### src/rtl/sdram_port_arbiter_if.sv
`default_nettype none
// +----------------------------------------------------------------------------+
// | sdram_port_arbiter_if                                                      |
// | Requester-side and SDRAM-side signals of the three-port SDRAM arbiter.     |
// | Rev 1.0                                                                    |
// +----------------------------------------------------------------------------+
interface sdram_port_arbiter_if #(
  parameter int ADDR_WIDTH = 22,
  parameter int DATA_WIDTH = 16
);
  logic [2:0]              req;
  logic [2:0]              we;
  logic [3*ADDR_WIDTH-1:0] addr;
  logic [3*DATA_WIDTH-1:0] wdata;
  logic [5:0]              be;
  logic [2:0]              ack;
  logic [2:0]              rvalid;
  logic [DATA_WIDTH-1:0]   rdata;
  logic                    busy;

  logic [ADDR_WIDTH-1:0]   sdram_address;
  logic                    sdram_read;
  logic                    sdram_write;
  logic [DATA_WIDTH-1:0]   sdram_writedata;
  logic [1:0]              sdram_byteenable;
  logic                    sdram_waitrequest;
  logic                    sdram_readdatavalid;
  logic [DATA_WIDTH-1:0]   sdram_readdata;

  // The arbiter itself
  modport slave (
    input  req, we, addr, wdata, be,
    input  sdram_waitrequest, sdram_readdatavalid, sdram_readdata,
    output ack, rvalid, rdata, busy,
    output sdram_address, sdram_read, sdram_write, sdram_writedata, sdram_byteenable
  );

  // Everything around it: the requesters and the SDRAM controller
  modport master (
    output req, we, addr, wdata, be,
    output sdram_waitrequest, sdram_readdatavalid, sdram_readdata,
    input  ack, rvalid, rdata, busy,
    input  sdram_address, sdram_read, sdram_write, sdram_writedata, sdram_byteenable
  );
endinterface
`default_nettype wire

### src/rtl/sdram_port_arbiter.sv
`default_nettype none
// +----------------------------------------------------------------------------+
// | sdram_port_arbiter                                                         |
// | Shares one SDRAM controller port between VGA, CPU and aux requesters.      |
// | Rev 1.0                                                                    |
// +----------------------------------------------------------------------------+
module sdram_port_arbiter #(
  parameter int ADDR_WIDTH     = 22,
  parameter int DATA_WIDTH     = 16,
  parameter int VGA_MAX_STREAK = 4
) (
  input  logic                clk,
  input  logic                reset,
  sdram_port_arbiter_if.slave bus
);

  localparam int                    c_streak_w   = $clog2(VGA_MAX_STREAK + 1);
  localparam logic [c_streak_w-1:0] c_streak_max = c_streak_w'(VGA_MAX_STREAK);

  typedef enum logic [1:0] {
    S_IDLE   = 2'd0,
    S_ISSUE  = 2'd1,
    S_RDWAIT = 2'd2
  } state_e;

  state_e                  state_q, state_d;
  logic [1:0]              grant_q, grant_d;
  logic                    we_q, we_d;
  logic [c_streak_w-1:0]   streak_q, streak_d;
  logic                    rr_q, rr_d;
  logic [2:0]              ack_q, ack_d;
  logic [2:0]              rvalid_q, rvalid_d;
  logic [DATA_WIDTH-1:0]   rdata_q, rdata_d;
  logic                    busy_q, busy_d;
  logic [ADDR_WIDTH-1:0]   addr_q, addr_d;
  logic                    rd_q, rd_d;
  logic                    wr_q, wr_d;
  logic [DATA_WIDTH-1:0]   wdata_q, wdata_d;
  logic [1:0]              be_q, be_d;

  logic [2:0]              w_elig;
  logic                    w_win_valid;
  logic [1:0]              w_win;
  logic                    w_sel_we;
  logic [ADDR_WIDTH-1:0]   w_sel_addr;
  logic [DATA_WIDTH-1:0]   w_sel_wdata;
  logic [1:0]              w_sel_be;

  // A requester acked last cycle still shows its old req; it must not win again.
  always_comb begin
    w_elig      = bus.req & ~ack_q;
    w_win_valid = 1'b0;
    w_win       = 2'd0;
    if (w_elig[0] && ((streak_q < c_streak_max) || !(w_elig[1] || w_elig[2]))) begin
      w_win_valid = 1'b1;
      w_win       = 2'd0;
    end else if (w_elig[1] && w_elig[2]) begin
      w_win_valid = 1'b1;
      w_win       = rr_q ? 2'd2 : 2'd1;
    end else if (w_elig[1]) begin
      w_win_valid = 1'b1;
      w_win       = 2'd1;
    end else if (w_elig[2]) begin
      w_win_valid = 1'b1;
      w_win       = 2'd2;
    end
  end

  always_comb begin
    case (w_win)
      2'd1: begin
        w_sel_we    = bus.we[1];
        w_sel_addr  = bus.addr[ADDR_WIDTH +: ADDR_WIDTH];
        w_sel_wdata = bus.wdata[DATA_WIDTH +: DATA_WIDTH];
        w_sel_be    = bus.be[3:2];
      end
      2'd2: begin
        w_sel_we    = bus.we[2];
        w_sel_addr  = bus.addr[2*ADDR_WIDTH +: ADDR_WIDTH];
        w_sel_wdata = bus.wdata[2*DATA_WIDTH +: DATA_WIDTH];
        w_sel_be    = bus.be[5:4];
      end
      default: begin
        w_sel_we    = bus.we[0];
        w_sel_addr  = bus.addr[0 +: ADDR_WIDTH];
        w_sel_wdata = bus.wdata[0 +: DATA_WIDTH];
        w_sel_be    = bus.be[1:0];
      end
    endcase
  end

  always_comb begin
    state_d  = state_q;
    grant_d  = grant_q;
    we_d     = we_q;
    streak_d = streak_q;
    rr_d     = rr_q;
    ack_d    = 3'b000;
    rvalid_d = 3'b000;
    rdata_d  = rdata_q;
    addr_d   = addr_q;
    rd_d     = rd_q;
    wr_d     = wr_q;
    wdata_d  = wdata_q;
    be_d     = be_q;

    case (state_q)
      S_IDLE: begin
        if (w_win_valid) begin
          grant_d = w_win;
          we_d    = w_sel_we;
          addr_d  = w_sel_addr;
          wdata_d = w_sel_wdata;
          be_d    = w_sel_be;
          rd_d    = ~w_sel_we;
          wr_d    = w_sel_we;
          state_d = S_ISSUE;
          if (w_win == 2'd0) begin
            streak_d = (streak_q == c_streak_max) ? streak_q : streak_q + 1'b1;
          end else begin
            streak_d = '0;
            // rr names the CPU/aux side that goes first next time (1 = aux)
            rr_d     = (w_win == 2'd1);
          end
        end
      end
      S_ISSUE: begin
        if (!bus.sdram_waitrequest) begin
          rd_d    = 1'b0;
          wr_d    = 1'b0;
          ack_d   = 3'b001 << grant_q;
          state_d = we_q ? S_IDLE : S_RDWAIT;
        end
      end
      S_RDWAIT: begin
        if (bus.sdram_readdatavalid) begin
          rdata_d  = bus.sdram_readdata;
          rvalid_d = 3'b001 << grant_q;
          state_d  = S_IDLE;
        end
      end
      default: state_d = S_IDLE;
    endcase

    busy_d = (state_d != S_IDLE);
  end

  always_ff @(posedge clk or posedge reset) begin
    if (reset) begin
      state_q  <= S_IDLE;
      grant_q  <= 2'd0;
      we_q     <= 1'b0;
      streak_q <= '0;
      rr_q     <= 1'b0;
      ack_q    <= 3'b000;
      rvalid_q <= 3'b000;
      rdata_q  <= '0;
      busy_q   <= 1'b0;
      addr_q   <= '0;
      rd_q     <= 1'b0;
      wr_q     <= 1'b0;
      wdata_q  <= '0;
      be_q     <= 2'b00;
    end else begin
      state_q  <= state_d;
      grant_q  <= grant_d;
      we_q     <= we_d;
      streak_q <= streak_d;
      rr_q     <= rr_d;
      ack_q    <= ack_d;
      rvalid_q <= rvalid_d;
      rdata_q  <= rdata_d;
      busy_q   <= busy_d;
      addr_q   <= addr_d;
      rd_q     <= rd_d;
      wr_q     <= wr_d;
      wdata_q  <= wdata_d;
      be_q     <= be_d;
    end
  end

  assign bus.ack              = ack_q;
  assign bus.rvalid           = rvalid_q;
  assign bus.rdata            = rdata_q;
  assign bus.busy             = busy_q;
  assign bus.sdram_address    = addr_q;
  assign bus.sdram_read       = rd_q;
  assign bus.sdram_write      = wr_q;
  assign bus.sdram_writedata  = wdata_q;
  assign bus.sdram_byteenable = be_q;

endmodule
`default_nettype wire

### src/flat_wrapper.sv
// flat-port wrapper written by rule: the top's interface ports become plain ports
module sdram_port_arbiter_flat 
#(
  parameter int ADDR_WIDTH     = 22,
  parameter int DATA_WIDTH     = 16,
  parameter int VGA_MAX_STREAK = 4
)
  (clk, reset, bus_req, bus_we, bus_addr, bus_wdata, bus_be, bus_sdram_waitrequest, bus_sdram_readdatavalid, bus_sdram_readdata, bus_ack, bus_rvalid, bus_rdata, bus_busy, bus_sdram_address, bus_sdram_read, bus_sdram_write, bus_sdram_writedata, bus_sdram_byteenable);
  sdram_port_arbiter_if #(.ADDR_WIDTH(ADDR_WIDTH), .DATA_WIDTH(DATA_WIDTH)) bus_i ();
  input  logic clk;
  input  logic reset;
  input wire logic [$bits(bus_i.req)-1:0] bus_req;
  input wire logic [$bits(bus_i.we)-1:0] bus_we;
  input wire logic [$bits(bus_i.addr)-1:0] bus_addr;
  input wire logic [$bits(bus_i.wdata)-1:0] bus_wdata;
  input wire logic [$bits(bus_i.be)-1:0] bus_be;
  input wire logic [$bits(bus_i.sdram_waitrequest)-1:0] bus_sdram_waitrequest;
  input wire logic [$bits(bus_i.sdram_readdatavalid)-1:0] bus_sdram_readdatavalid;
  input wire logic [$bits(bus_i.sdram_readdata)-1:0] bus_sdram_readdata;
  output wire logic [$bits(bus_i.ack)-1:0] bus_ack;
  output wire logic [$bits(bus_i.rvalid)-1:0] bus_rvalid;
  output wire logic [$bits(bus_i.rdata)-1:0] bus_rdata;
  output wire logic [$bits(bus_i.busy)-1:0] bus_busy;
  output wire logic [$bits(bus_i.sdram_address)-1:0] bus_sdram_address;
  output wire logic [$bits(bus_i.sdram_read)-1:0] bus_sdram_read;
  output wire logic [$bits(bus_i.sdram_write)-1:0] bus_sdram_write;
  output wire logic [$bits(bus_i.sdram_writedata)-1:0] bus_sdram_writedata;
  output wire logic [$bits(bus_i.sdram_byteenable)-1:0] bus_sdram_byteenable;
  assign bus_i.req = bus_req;
  assign bus_i.we = bus_we;
  assign bus_i.addr = bus_addr;
  assign bus_i.wdata = bus_wdata;
  assign bus_i.be = bus_be;
  assign bus_i.sdram_waitrequest = bus_sdram_waitrequest;
  assign bus_i.sdram_readdatavalid = bus_sdram_readdatavalid;
  assign bus_i.sdram_readdata = bus_sdram_readdata;
  assign bus_ack = bus_i.ack;
  assign bus_rvalid = bus_i.rvalid;
  assign bus_rdata = bus_i.rdata;
  assign bus_busy = bus_i.busy;
  assign bus_sdram_address = bus_i.sdram_address;
  assign bus_sdram_read = bus_i.sdram_read;
  assign bus_sdram_write = bus_i.sdram_write;
  assign bus_sdram_writedata = bus_i.sdram_writedata;
  assign bus_sdram_byteenable = bus_i.sdram_byteenable;
  sdram_port_arbiter #(.ADDR_WIDTH(ADDR_WIDTH), .DATA_WIDTH(DATA_WIDTH), .VGA_MAX_STREAK(VGA_MAX_STREAK)) u_core (.clk(clk), .reset(reset), .bus(bus_i));
endmodule
### config.mk
export PLATFORM = sky130hd
export DESIGN_NAME = sdram_port_arbiter_flat
export DESIGN_NICKNAME = d
export VERILOG_FILES = /design/src/rtl/sdram_port_arbiter_if.sv /design/src/rtl/sdram_port_arbiter.sv /design/src/flat_wrapper.sv
export SDC_FILE = /design/constraint.sdc
export NUM_CORES = 1
export LEC_CHECK = 0
export ABC_AREA = 1
export BUFFER_PORTS_ARGS = -buffer_cell sky130_fd_sc_hd__clkbuf_2
export CELL_PAD_IN_SITES_DETAIL_PLACEMENT = 0
export CELL_PAD_IN_SITES_GLOBAL_PLACEMENT = 2
export CORE_UTILIZATION = 21
export DETAILED_ROUTE_END_ITERATION = 16
export GPL_TIMING_DRIVEN = 0
export HOLD_SLACK_MARGIN = 0.15
export PLACE_DENSITY = 0.88
export SYNTH_ARGS = -nofsm -noshare
export SYNTH_HDL_FRONTEND = slang
export SYNTH_SLANG_ARGS = --single-unit
### constraint.sdc
create_clock -name clk -period 2.2 [get_ports clk]
set_clock_uncertainty 0.2 [all_clocks]
set_input_delay 0 -clock clk [delete_from_list [all_inputs] [get_ports clk]]
set_output_delay 0 -clock clk [all_outputs]
set_load 0.02 [all_outputs]
==> results.md <==
- Routed Antenna Nets: 0
- Critical path class: register to register
- GRT Total Usage: 0.175
- DP Area: around 5100 um^2
- Mapped Cells: between 400 and 500
- Sequential area share after synthesis: 0.493
- Drt drc: 0
- Final period util: 0.953
- # setup viols final: 0
- Crit path DAT: 2.10 ns
- Vias in the first global route: 4915
- Num CTS Buffers: 9
- Average cell area after synthesis: 7.76 um^2
- Status: complete, no violations
- Via Count: between 4000 and 5000
- Critical Path Source Type: register
- Minimum clock period: approximately 2.1 ns
- Starting Density: 0.216
- Htree depth: 3
- RSZ-0062 raised after global routing: true
- NetSw: ~3.9 mW
- Int Pwr: roughly 4.6 mW
- Via-to-Cell Ratio: between 4 and 5
- Max Cap Violations: 0
- Worst-path clk slew: about 0.060 ns
- FF+latch count, synth: 74
- Root buffer cell: clkbuf_16
- Initial antenna violation count: 0
- Final core occ: 0.422
- # clock sinks: 74
- Ports: around 210
- Nets: slightly above 1000
- Sequential Power Share: 0.275
- Max-slew violation count: 0
- Sw Ratio: 0.454
- Final instance area: about 7300 um^2
- Clk pwr share: 0.175
- Syn Nets: 635
- Final hold slack: roughly 0.27 ns
- Required time worst endpoint: 2.21 ns
- Core box area: 17400 um^2
- Final GP Congestion: slightly above 0.7
- PwrDens: about 1200 nW/um^2
- CP Max Fanout: 10
- Area Growth Syn to Fin: 95.1%
- First-pass GRT wire length: ~25000 um
- Die outline area: 18400 um^2
- Worst Tran Pin Value: 0.434 ns
- Row count: 48
- Post-DR wirelength/cell: 14.5 um
- Fin. Hold Viols: 0
- Number of DRC markers in iteration 0: 148
- GRT overflow: 0
- Crit end category: register
- Leakage: 3.62 nW
- # port buffers: about 210
- CTS tree: built
- Dpl hpwl: between 10000 and 15000 um
- Worst-Skew Late Latency: ~0.34 ns
- Overall die height: 136 um
- Max clock buf depth: 2
- Routed WL: roughly 16000 um
- # diodes: 0
- Largest net degree at the start of global routing: 52
- Mapped Area: between 3000 and 4000 um^2
- Die width: 136 um
- Hold Path Class: register to register
- Max-slew headroom: 0.711
- Post-synth cell types: 24
- Layout cells sized above 1: 0.344
- TritonRoute pass-1 iters: 4
- VDD IR-drop max: roughly 0.0005 V
- Warnings, synthesis: 0
- Max Fclk: about 480 MHz
- Combinational power share: 0.550
==> kinds of logic (layout without fill, tap and decap cells) <==
logic type               after synthesis  in the layout  synth area share
buffers and inverters                 51            447            0.0670
AND/OR/NAND/NOR                      225            225             0.250
adder cells (fa/ha/maj)                5              5            0.0167
AO/OA/AOI/OAI                        129            129             0.173
flip-flops                            74             74             0.493
==> cell usage after synthesis <==
| library cell | n | area (um^2) |
|---|---|---|
| nand2_1 | 181 | 679 |
| dfrtp_1 | 74 | 1850 |
| o21ai_0 | 70 | 350 |
| a21oi_1 | 43 | 215 |
| nand3_1 | 24 | 120 |
| buf_2 | 18 | 90.1 |
| inv_1 | 18 | 67.6 |
| o21ai_1 | 15 | 75.1 |
| clkbuf_1 | 5 | 18.8 |
| ha_1 | 5 | 62.6 |
| nor2_2 | 5 | 31.3 |
| buf_6 | 4 | 45.0 |
| nand2_2 | 4 | 25.0 |
| nor2_1 | 4 | 15.0 |
| clkbuf_2 | 3 | 15.0 |
| inv_2 | 2 | 7.51 |
| nand2_4 | 2 | 22.5 |
| buf_4 | 1 | 7.51 |
| nand3_4 | 1 | 17.5 |
| nor2_4 | 1 | 11.3 |
| nor3_1 | 1 | 5.00 |
| o21ai_2 | 1 | 8.76 |
| or2_1 | 1 | 6.26 |
| or2_2 | 1 | 6.26 |
==> through the flow <==
stage	worst slack [ns]	instances	TNS [ns]	power, mW
finish	0.104	1105	0	8.51
global route	-0.0250	1105	-0.211	9.19
global placement	-1.02	918	-84.27	6.41
CTS	0.0119	1102	0	8.44
detailed placement	-0.465	919	-12.09	6.47
floorplan	0.0911	484	0	4.93
==> area by class of cell <==
type                       count  area, um^2
fill                        1763       10000
timing repair buffer         381        2770
sequential                    74        1850
multi-input combinational    359        1780
tap                          225         282
buffer                        30         272
clock buffer                  10         229
inverter                      20        80.1
clock inverter                 6        66.3
==> registers in the layout, summed over array words and instances, names as in the netlist, 2 cells and up <==
signal,cells
u_core.streak_q,3
u_core.bus.sdram_byteenable,2
u_core.bus.rvalid,3
u_core.bus.sdram_address,22
u_core.grant_q,2
u_core.bus.ack,3
u_core.state_q,2
u_core.bus.sdram_writedata,16
u_core.bus.rdata,16
==> critical path, stage by stage (launching register included) <==
cell     delay (ns)
dfrtp_1        0.38
inv_1          0.07
nand2_2        0.08
nand2_1        0.06
nand2_1        0.05
nand2_2        0.13
nand2_4        0.09
ha_4           0.32
inv_4          0.06
buf_6          0.14
a21oi_2        0.12
nand2_1        0.08
o21ai_2        0.08
o21ai_0        0.09
==> per-layer routing <==
layer  up-vias  share of wire  track usage
met5         -              0            0
met4         0          0.024       0.0693
met3        21          0.038       0.0348
met2       142           0.53        0.321
met1      2181           0.41        0.196
li1       2356              -            -
==> layout by cell type, fill, tap and decap left out, types with 4 or more instances in the layout <==
cell	n
clkbuf_2	214
nand2_1	176
dlygate4sd3_1	165
dfrtp_1	74
o21ai_0	57
a21oi_1	31
o21ai_1	24
nand3_1	24
buf_6	16
inv_1	15
a21oi_2	9
clkbuf_16	9
buf_4	7
nand2_2	6
nand2_4	5
nor2_2	5
buf_2	5
o21ai_2	5
nor2_1	4
==> power groups by stage <==
stage	Clock, mW	Combinational (mW)	Sequential [mW]
finish	1.49	4.68	2.34
global route	1.59	5.18	2.42
detailed placement	0	4.11	2.36
floorplan	0	1.95	2.98
global placement	0	4.07	2.33
CTS	1.54	4.56	2.34
==> worst paths after layout <==
kind,startpoint,end,slack (ns),cells past startpoint
setup / recovery,u_core.bus.ack[1],u_core.bus.sdram_writedata[5],0.10,13
hold / removal,u_core.bus.rdata[12],u_core.bus.rdata[12],0.27,2
setup reg to reg,u_core.bus.ack[1],u_core.bus.sdram_writedata[5],0.10,13
hold reg to reg,u_core.bus.rdata[12],u_core.bus.rdata[12],0.27,2
max in group asynchronous,reset,u_core.bus.sdram_address[19],0.66,5
min in group asynchronous,reset,u_core.bus.rdata[14],0.57,4
==> what timing repair did <==
item	in CTS	in global routing
pin swaps	3	4
setup buffers	2	4
hold buffers	165	0
endpoints found under the hold margin	148	0
gates resized for setup	36	46
endpoints found under the setup margin	43	43
No activity file was read; power rests on OpenSTA's default activity.
